==> config.mk <==
export PLATFORM = sky130hd
export DESIGN_NAME = alu_issue
export DESIGN_NICKNAME = d
export VERILOG_FILES = /design/src/rtl/alu_issue.sv
export SDC_FILE = /design/constraint.sdc
export NUM_CORES = 1
export LEC_CHECK = 0
export ABC_AREA = 0
export BUFFER_PORTS_ARGS = -buffer_cell sky130_fd_sc_hd__buf_2
export CELL_PAD_IN_SITES_DETAIL_PLACEMENT = 0
export CELL_PAD_IN_SITES_GLOBAL_PLACEMENT = 1
export CORE_MARGIN = 2
export CORE_UTILIZATION = 30
export CTS_BUF_LIST = sky130_fd_sc_hd__clkbuf_8
export DETAILED_ROUTE_END_ITERATION = 8
export HOLD_SLACK_MARGIN = 0.05
export PLACE_DENSITY = 0.77
export SKIP_CTS_REPAIR_TIMING = 1
export SKIP_LAST_GASP = 1
export SLEW_MARGIN = 40
export SYNTH_ARGS = -nofsm -noshare
export SYNTH_HDL_FRONTEND = slang
export SYNTH_SLANG_ARGS = --single-unit
==> constraint.sdc <==
create_clock -name clk -period 1.49 [get_ports clk]
set_input_delay 0.3725 -clock clk [delete_from_list [all_inputs] [get_ports clk]]
set_output_delay 0.3725 -clock clk [all_outputs]
set_load 0.01 [all_outputs]
==> src/rtl/alu_issue.sv <==
// rtl/alu_issue.sv - registered issue stage feeding the integer ALU
// Decodes OP, OP-IMM, LUI and AUIPC into the ALU operand/control bundle.
// Output register M is backed by a one-entry skid register S, so in_ready is registered.
// Ports:
//   clk, rst_n                   clock, asynchronous active-low reset
//   flush                        synchronous kill of M and S
//   in_valid/in_ready            upstream handshake
//   in_instr/in_pc               instruction word and its address
//   in_rs1_val/in_rs2_val        forwarded register values
//   out_valid/out_ready          downstream handshake
//   out_in1/out_in2              ALU operands
//   out_func3/out_opequal        ALU op select and SUB/SRA qualifier
//   out_rd/out_wen/out_illegal   writeback tag, write enable, undecodable flag
module alu_issue #(
  parameter int XLEN = 32
) (
  input  logic            clk,
  input  logic            rst_n,
  input  logic            flush,
  input  logic            in_valid,
  output logic            in_ready,
  input  logic [31:0]     in_instr,
  input  logic [XLEN-1:0] in_pc,
  input  logic [XLEN-1:0] in_rs1_val,
  input  logic [XLEN-1:0] in_rs2_val,
  output logic            out_valid,
  input  logic            out_ready,
  output logic [XLEN-1:0] out_in1,
  output logic [XLEN-1:0] out_in2,
  output logic [2:0]      out_func3,
  output logic            out_opequal,
  output logic [4:0]      out_rd,
  output logic            out_wen,
  output logic            out_illegal
);

  localparam logic [6:0] OPC_OP    = 7'b0110011;
  localparam logic [6:0] OPC_OPIMM = 7'b0010011;
  localparam logic [6:0] OPC_LUI   = 7'b0110111;
  localparam logic [6:0] OPC_AUIPC = 7'b0010111;
  localparam logic [6:0] F7_ZERO   = 7'b0000000;
  localparam logic [6:0] F7_ALT    = 7'b0100000;

  typedef struct packed {
    logic [XLEN-1:0] in1;
    logic [XLEN-1:0] in2;
    logic [2:0]      func3;
    logic            opequal;
    logic [4:0]      rd;
    logic            wen;
    logic            illegal;
  } bundle_t;

  bundle_t dec;
  bundle_t m_data;
  bundle_t s_data;
  logic    m_valid;
  logic    s_valid;
  logic    legal;
  logic    in_fire;

  logic [6:0] opcode;
  logic [2:0] f3;
  logic [6:0] f7;

  assign opcode = in_instr[6:0];
  assign f3     = in_instr[14:12];
  assign f7     = in_instr[31:25];

  always_comb begin
    dec         = '0;
    legal       = 1'b0;
    dec.rd      = in_instr[11:7];
    unique case (opcode)
      OPC_OP: begin
        dec.in1     = in_rs1_val;
        dec.in2     = in_rs2_val;
        dec.func3   = f3;
        dec.opequal = in_instr[30];
        legal       = (f7 == F7_ZERO) ||
                      ((f7 == F7_ALT) && ((f3 == 3'b000) || (f3 == 3'b101)));
      end
      OPC_OPIMM: begin
        dec.in1     = in_rs1_val;
        dec.in2     = {{(XLEN-12){in_instr[31]}}, in_instr[31:20]};
        dec.func3   = f3;
        // Only shifts use bit 30; ADDI with a negative immediate must not subtract.
        dec.opequal = (f3 == 3'b101) && in_instr[30];
        if (f3 == 3'b001)      legal = (f7 == F7_ZERO);
        else if (f3 == 3'b101) legal = (f7 == F7_ZERO) || (f7 == F7_ALT);
        else                   legal = 1'b1;
      end
      OPC_LUI: begin
        dec.in2 = {in_instr[31:12], 12'b0};
        legal   = 1'b1;
      end
      OPC_AUIPC: begin
        dec.in1 = in_pc;
        dec.in2 = {in_instr[31:12], 12'b0};
        legal   = 1'b1;
      end
      default: legal = 1'b0;
    endcase
    dec.illegal = !legal;
    dec.wen     = legal && (in_instr[11:7] != 5'd0);
  end

  // S can only be occupied while M is stalled, so in_ready is simply !S.
  assign in_ready = !s_valid;
  assign in_fire  = in_valid && in_ready;

  always_ff @(posedge clk or negedge rst_n) begin
    if (!rst_n) begin
      m_valid <= 1'b0;
      s_valid <= 1'b0;
      m_data  <= '0;
      s_data  <= '0;
    end else if (flush) begin
      m_valid <= 1'b0;
      s_valid <= 1'b0;
    end else if (!m_valid || out_ready) begin
      // M is free after this edge: refill from S first to keep FIFO order.
      if (s_valid) begin
        m_data  <= s_data;
        m_valid <= 1'b1;
        s_valid <= 1'b0;
      end else if (in_fire) begin
        m_data  <= dec;
        m_valid <= 1'b1;
      end else begin
        m_valid <= 1'b0;
      end
    end else if (in_fire) begin
      s_data  <= dec;
      s_valid <= 1'b1;
    end
  end

  assign out_valid   = m_valid;
  assign out_in1     = m_data.in1;
  assign out_in2     = m_data.in2;
  assign out_func3   = m_data.func3;
  assign out_opequal = m_data.opequal;
  assign out_rd      = m_data.rd;
  assign out_wen     = m_data.wen;
  assign out_illegal = m_data.illegal;

endmodule

# After elaboration in Yosys (flattened, before gate mapping)
# Index checks and enable logic that the tools add are counted.
[totals] reg_bits=152 input_bits=133 out_inout_bits=77 word_cells=61
[op_classes] eq_ne=7 muxes=15 bitwise=2 reduce_logical=21
[op_table] op="75-bit 2-to-1 mux" count=2
[op_table] op="32-bit case mux with 3 select lines" count=1
[op_table] op="32-bit case mux with 2 select lines" count=1
[op_table] op="7-bit by 6-bit equality test with 1-bit output, second input constant" count=3
[op_table] op="7-bit by 5-bit equality test with 1-bit output, second input constant" count=2
[op_table] op="1-bit 2-to-1 mux" count=9
[op_table] op="4-bit case mux with 2 select lines" count=1
[op_table] op="7-bit logical NOT" count=1
[op_table] op="3-bit AND reduction" count=2
[op_table] op="5-bit nonzero test" count=1
[op_table] op="1-bit logical AND" count=4
[op_table] op="1-bit logical OR" count=4
[op_table] op="2-bit nonzero test" count=2
[op_table] op="2-bit OR reduction" count=2
[op_table] op="3-bit by 1-bit equality test with 1-bit output, second input constant" count=1
[op_table] op="3-bit equality test, second input constant" count=1
[op_table] op="1-bit logical NOT" count=3
[op_table] op="3-bit logical NOT" count=1
[op_table] op="1-bit case mux with 3 select lines" count=1
[op_table] op="3-bit nonzero test" count=1
[op_table] op="1-bit inverter" count=2

# Depth between registers and ports, before layout
[depth] ltp_word=8 depth_mapped=8 mapped_depth_nobuf=5

# Worst setup path after synthesis
# No wires, ideal clock.
[synth_timing] path_type="input-to-reg" start="input port in_instr[29]" end="register m_data (netlist bit out_wen)" setup_ns=0.104 arrival_time_ns=1.588 required_ns=1.386 setup_slack_ns=-0.202 path_stages=5 n_path_buf=0 cell_sequence="or4_4 -> nor3_2 -> a211oi_1 -> a311o_1 -> o41ai_2"
[synth_between] elab_chain_len=8 elab_cells_between_ends=11 classes_between="eq/ne (1); mux (5); reduce/logical (5)"
[synth_rtl] item="start, declared" line="22" source="input logic [31:0] in_instr,"
[synth_rtl] item="7-bit by 6-bit equality test with 1-bit output or 7-bit logical NOT (tied branches)"
[synth_rtl] item="1-bit logical OR" line="90" source="else if (f3 == 3'b101) legal = (f7 == F7_ZERO) || (f7 == F7_ALT);"
[synth_rtl] item="1-bit 2-to-1 mux" line="90"
[synth_rtl] item="1-bit 2-to-1 mux" line="89" source="if (f3 == 3'b001) legal = (f7 == F7_ZERO);"
[synth_rtl] item="1-bit case mux with 3 select lines *" line="74" source="unique case (opcode)"
[synth_rtl] item="1-bit logical AND *" line="105" source="dec.wen = legal && (in_instr[11:7] != 5'd0);"
[synth_rtl] item="75-bit 2-to-1 mux *" line="127" source="end else if (in_fire) begin"
[synth_rtl] item="75-bit 2-to-1 mux *" line="123" source="if (s_valid) begin"
[synth_rtl] item="end signal, assigned" line="124" source="m_data <= s_data;"
[synth_rtl] item="end, declared" line="55" source="bundle_t m_data;"
# Mark *: on every way between the ends. The rest lies on a longest branch, timed or not. The select of a mux whose other input is x is not followed.
# A chain may end at the register's enable or synchronous reset.

# Final worst setup path
[layout_timing] start="register s_valid" end="output port in_ready"
[layout_between] elab_chain_len=1
[layout_rtl] item="start, declared" line="58" source="logic s_valid;"
[layout_rtl] item="start signal, assigned" line="115" source="s_valid <= 1'b0;"
[layout_rtl] item="start signal, assigned" line="120" source="s_valid <= 1'b0;"
[layout_rtl] item="start signal, assigned" line="126" source="s_valid <= 1'b0;"
[layout_rtl] item="1-bit logical NOT" line="109" source="assign in_ready = !s_valid;"
[layout_rtl] item="end, declared" line="21" source="output logic in_ready,"
# No other way between the ends.

==> impl_metrics.env <==
export IMPL_yosys_top_cells_area="dfrtp_1, nand2_1, o21ai_0"
export IMPL_layout_setup_ws_ps=-146
export IMPL_gp_congestion=0.766
export IMPL_clkTransAtPathRegs_ps=90
export IMPL_syn_nets=917
export IMPL_dieArea_mm2=0.0257
export IMPL_yosysSeqAreaShare=0.519
export IMPL_crit_chain="buf_16, clkinv_4, buf_6"
export IMPL_fp_dieH_um=160
export IMPL_layout_cells_non_filler=1393
export IMPL_cp_slowest_stage_delay_ps=540
export IMPL_critical_path_buf_inv_count=3
export IMPL_placed_cell_area_mm2=0.00958
export IMPL_clock_root_buffer="clkbuf_8"
export IMPL_synth_xor_area_frac=0
export IMPL_grtUsageTotal=0.169
export IMPL_highest_layer="met5"
export IMPL_viasPerCell=5.06
export IMPL_cp_max_fo=7
export IMPL_cts_tree="yes"
export IMPL_met2_length_um=12000
export IMPL_timing_fmax_mhz=611
export IMPL_final_cell_mix="buf_2, dfrtp_1, nand2_1"
export IMPL_fp_dieW_um=160
export IMPL_grt_pass1_wl_um=35000
export IMPL_arrival_ps=1260
export IMPL_clockBufferDepth=2
export IMPL_utilization=0.445
export IMPL_drive_above_1_share=0.426
export IMPL_dpl_cell_count=1333
export IMPL_slew_viol_final=0
export IMPL_drtIter0Drc=351
export IMPL_yosys_area_top_type_share=0.519
export IMPL_tightest_slew_ps=649
export IMPL_num_io_pins=210
export IMPL_period_share=1.10
export IMPL_antenna_found_initial=2
export IMPL_worstSetupStartpointType="flip-flop"
export IMPL_drt_pass1_iterations=5
export IMPL_finalWirelength_um=24900
export IMPL_required_ps=1120
export IMPL_syn_inst=784
export IMPL_hpwl_um=15000
export IMPL_cp_end_kind="output port"
export IMPL_pre_cts_slack_ps=-440
export IMPL_wl_met1_um=11300
export IMPL_yosys_warnings=0
export IMPL_synthMuxAreaShare=0.0309
export IMPL_first_global_vias=6590
export IMPL_period_needed_ps=1640
export IMPL_fp_coreArea_mm2=0.0242
export IMPL_fin_skew_ps=21.9
export IMPL_syn_to_final_growth_pct=46.7
export IMPL_cts_sinks=152
export IMPL_overflow=0
export IMPL_hold_viol=0
export IMPL_numPortBuffers=209
export IMPL_htreeDepth=4
export IMPL_wire_per_inst_um=17.9
export IMPL_syn_area_mm2=0.00733
export IMPL_synth_top_family_by_area="compound AO/OA/AOI/OAI gates"
export IMPL_relSlewSlack=0.567
export IMPL_critPathTopFamily="flip-flops"
export IMPL_rows=57
export IMPL_syn_area_per_cell_um2=9.35
export IMPL_insertion_delay_ps=450
export IMPL_drtAntennaViolNets=0
export IMPL_finalPower_mw=9.23
export IMPL_status="finished with violations"
export IMPL_max_cap_violations=0
export IMPL_synth_distinct_cells=43
export IMPL_worstHoldPathType="primary input to flip-flop"
export IMPL_critPathSlowestCell="dfrtp_4"
export IMPL_cts_made_buffers=17
export IMPL_met3WireLength_um=1280
export IMPL_violations="negative setup slack"
export IMPL_criticalPathCategory="flip-flop to output port"
export IMPL_power_density_mw_per_mm2=859
export IMPL_rsz0062_at_grt="true"
export IMPL_final_common_cell="buf_2"
export IMPL_yosysTopAreaCell="dfrtp_1"
export IMPL_yosys_area_share_simple=0.160
export IMPL_design_area_mm2=0.0108
export IMPL_vias=7042
export IMPL_diodes=0
export IMPL_ir_worst_vdd_mv=0.406
export IMPL_synth_seq_cells=152
export IMPL_synth_fa_ha_area_frac=0
export IMPL_synth_compound_area_frac=0.246
export IMPL_nNetsFinal=1190
export IMPL_drc=0
export IMPL_power_leakage_nw=4.88
export IMPL_grt_max_degree=83
export IMPL_setup_viol=88
export IMPL_initial_core_util=0.303
## flip-flops by register name (all words and copies together) (netlist names), 3 cells and up
| signal | count |
|---|---|
| out_in1 | 32 |
| out_func3 | 3 |
| out_in2 | 32 |
| out_rd | 5 |
| s_data | 75 |
## through the flow
| step | setup TNS [ps] | hold WS [ps] |
|---|---|---|
| after floorplan | -2820 | 76.9 |
| after global placement | -38920 | 241 |
| after detailed placement | -36150 | 239 |
| after CTS | -9660 | -267 |
| after global routing | -11880 | 153 |
| final | -5580 | 181 |
## worst reg2reg max path, stage by stage (launching register included)
cell and delay (ps):
dfrtp_4 540, nor2_4 150, buf_6 120, nor3_4 40
buf_12 140, buf_4 130, and3_4 170, a21oi_4 110
o41ai_2 80
## routing by layer
metal | global-route usage | vias up
met4 | 0.0426 | 2
met3 | 0.0403 | 21
li1 | - | 3387
met1 | 0.230 | 3412
met5 | 0 | -
met2 | 0.273 | 220
## cell usage after synthesis (all sizes together)
| master | instances |
|---|---|
| dfrtp | 152 |
| nand2 | 146 |
| o21ai | 77 |
| clkbuf | 58 |
| a21oi | 40 |
| a22oi | 32 |
| o211ai | 32 |
| o21a | 32 |
| or2 | 32 |
| nor2 | 23 |
| a211oi | 20 |
| o41ai | 20 |
| buf | 19 |
| nor4 | 19 |
| mux2i | 17 |
| nor3 | 17 |
| o31ai | 17 |
| mux2 | 5 |
| inv | 4 |
| nor2b | 4 |
| nor3b | 3 |
| and3 | 2 |
| nand3 | 2 |
| or4 | 2 |
| a311o | 1 |
| a311oi | 1 |
| and3b | 1 |
| nand2b | 1 |
| nand4 | 1 |
| o22ai | 1 |
| o31a | 1 |
| or2b | 1 |
| or3 | 1 |
## final timing paths
kind / startpoint / to / slack [ps] / depth (start not counted)
worst min-delay path: in_instr[8] / s_data[3] / 180 / 2
worst min register to register: out_in2[8] / out_in2[8] / 480 / 2
worst max register to register: s_valid / out_wen / -130 / 8
min in group asynchronous: rst_n / out_in1[24] / 330 / 2
max in group asynchronous: rst_n / s_data[9] / 580 / 3
worst max-delay path: s_valid / in_ready / -150 / 3
## power by group
group	leakage, nW	total, mW	internal, mW	switching (mW)
logic	2.66	1.76	0.860	0.899
clock network	0.185	2.98	1.34	1.64
registers	2.03	4.49	4.37	0.128
total	4.88	9.23	6.57	2.66
## cells by family after synthesis
group / count (synthesis)
multiplexers: 22
buffers and inverters: 81
AND/OR/NAND/NOR: 255
flip-flops: 152
AO/OA/AOI/OAI: 274
## layout make-up
| cell class | count | area, µm² |
|---|---|---|
| Inverter | 4 | 20.0 |
| Sequential cell | 152 | 3810 |
| Clock buffer | 18 | 248 |
| Fill cell | 2317 | 13400 |
| Multi-Input combinational cell | 551 | 3650 |
| Timing Repair Buffer | 331 | 2510 |
| Tap cell | 324 | 405 |
| Clock inverter | 13 | 109 |
No activity file was read; power rests on OpenSTA's default activity.
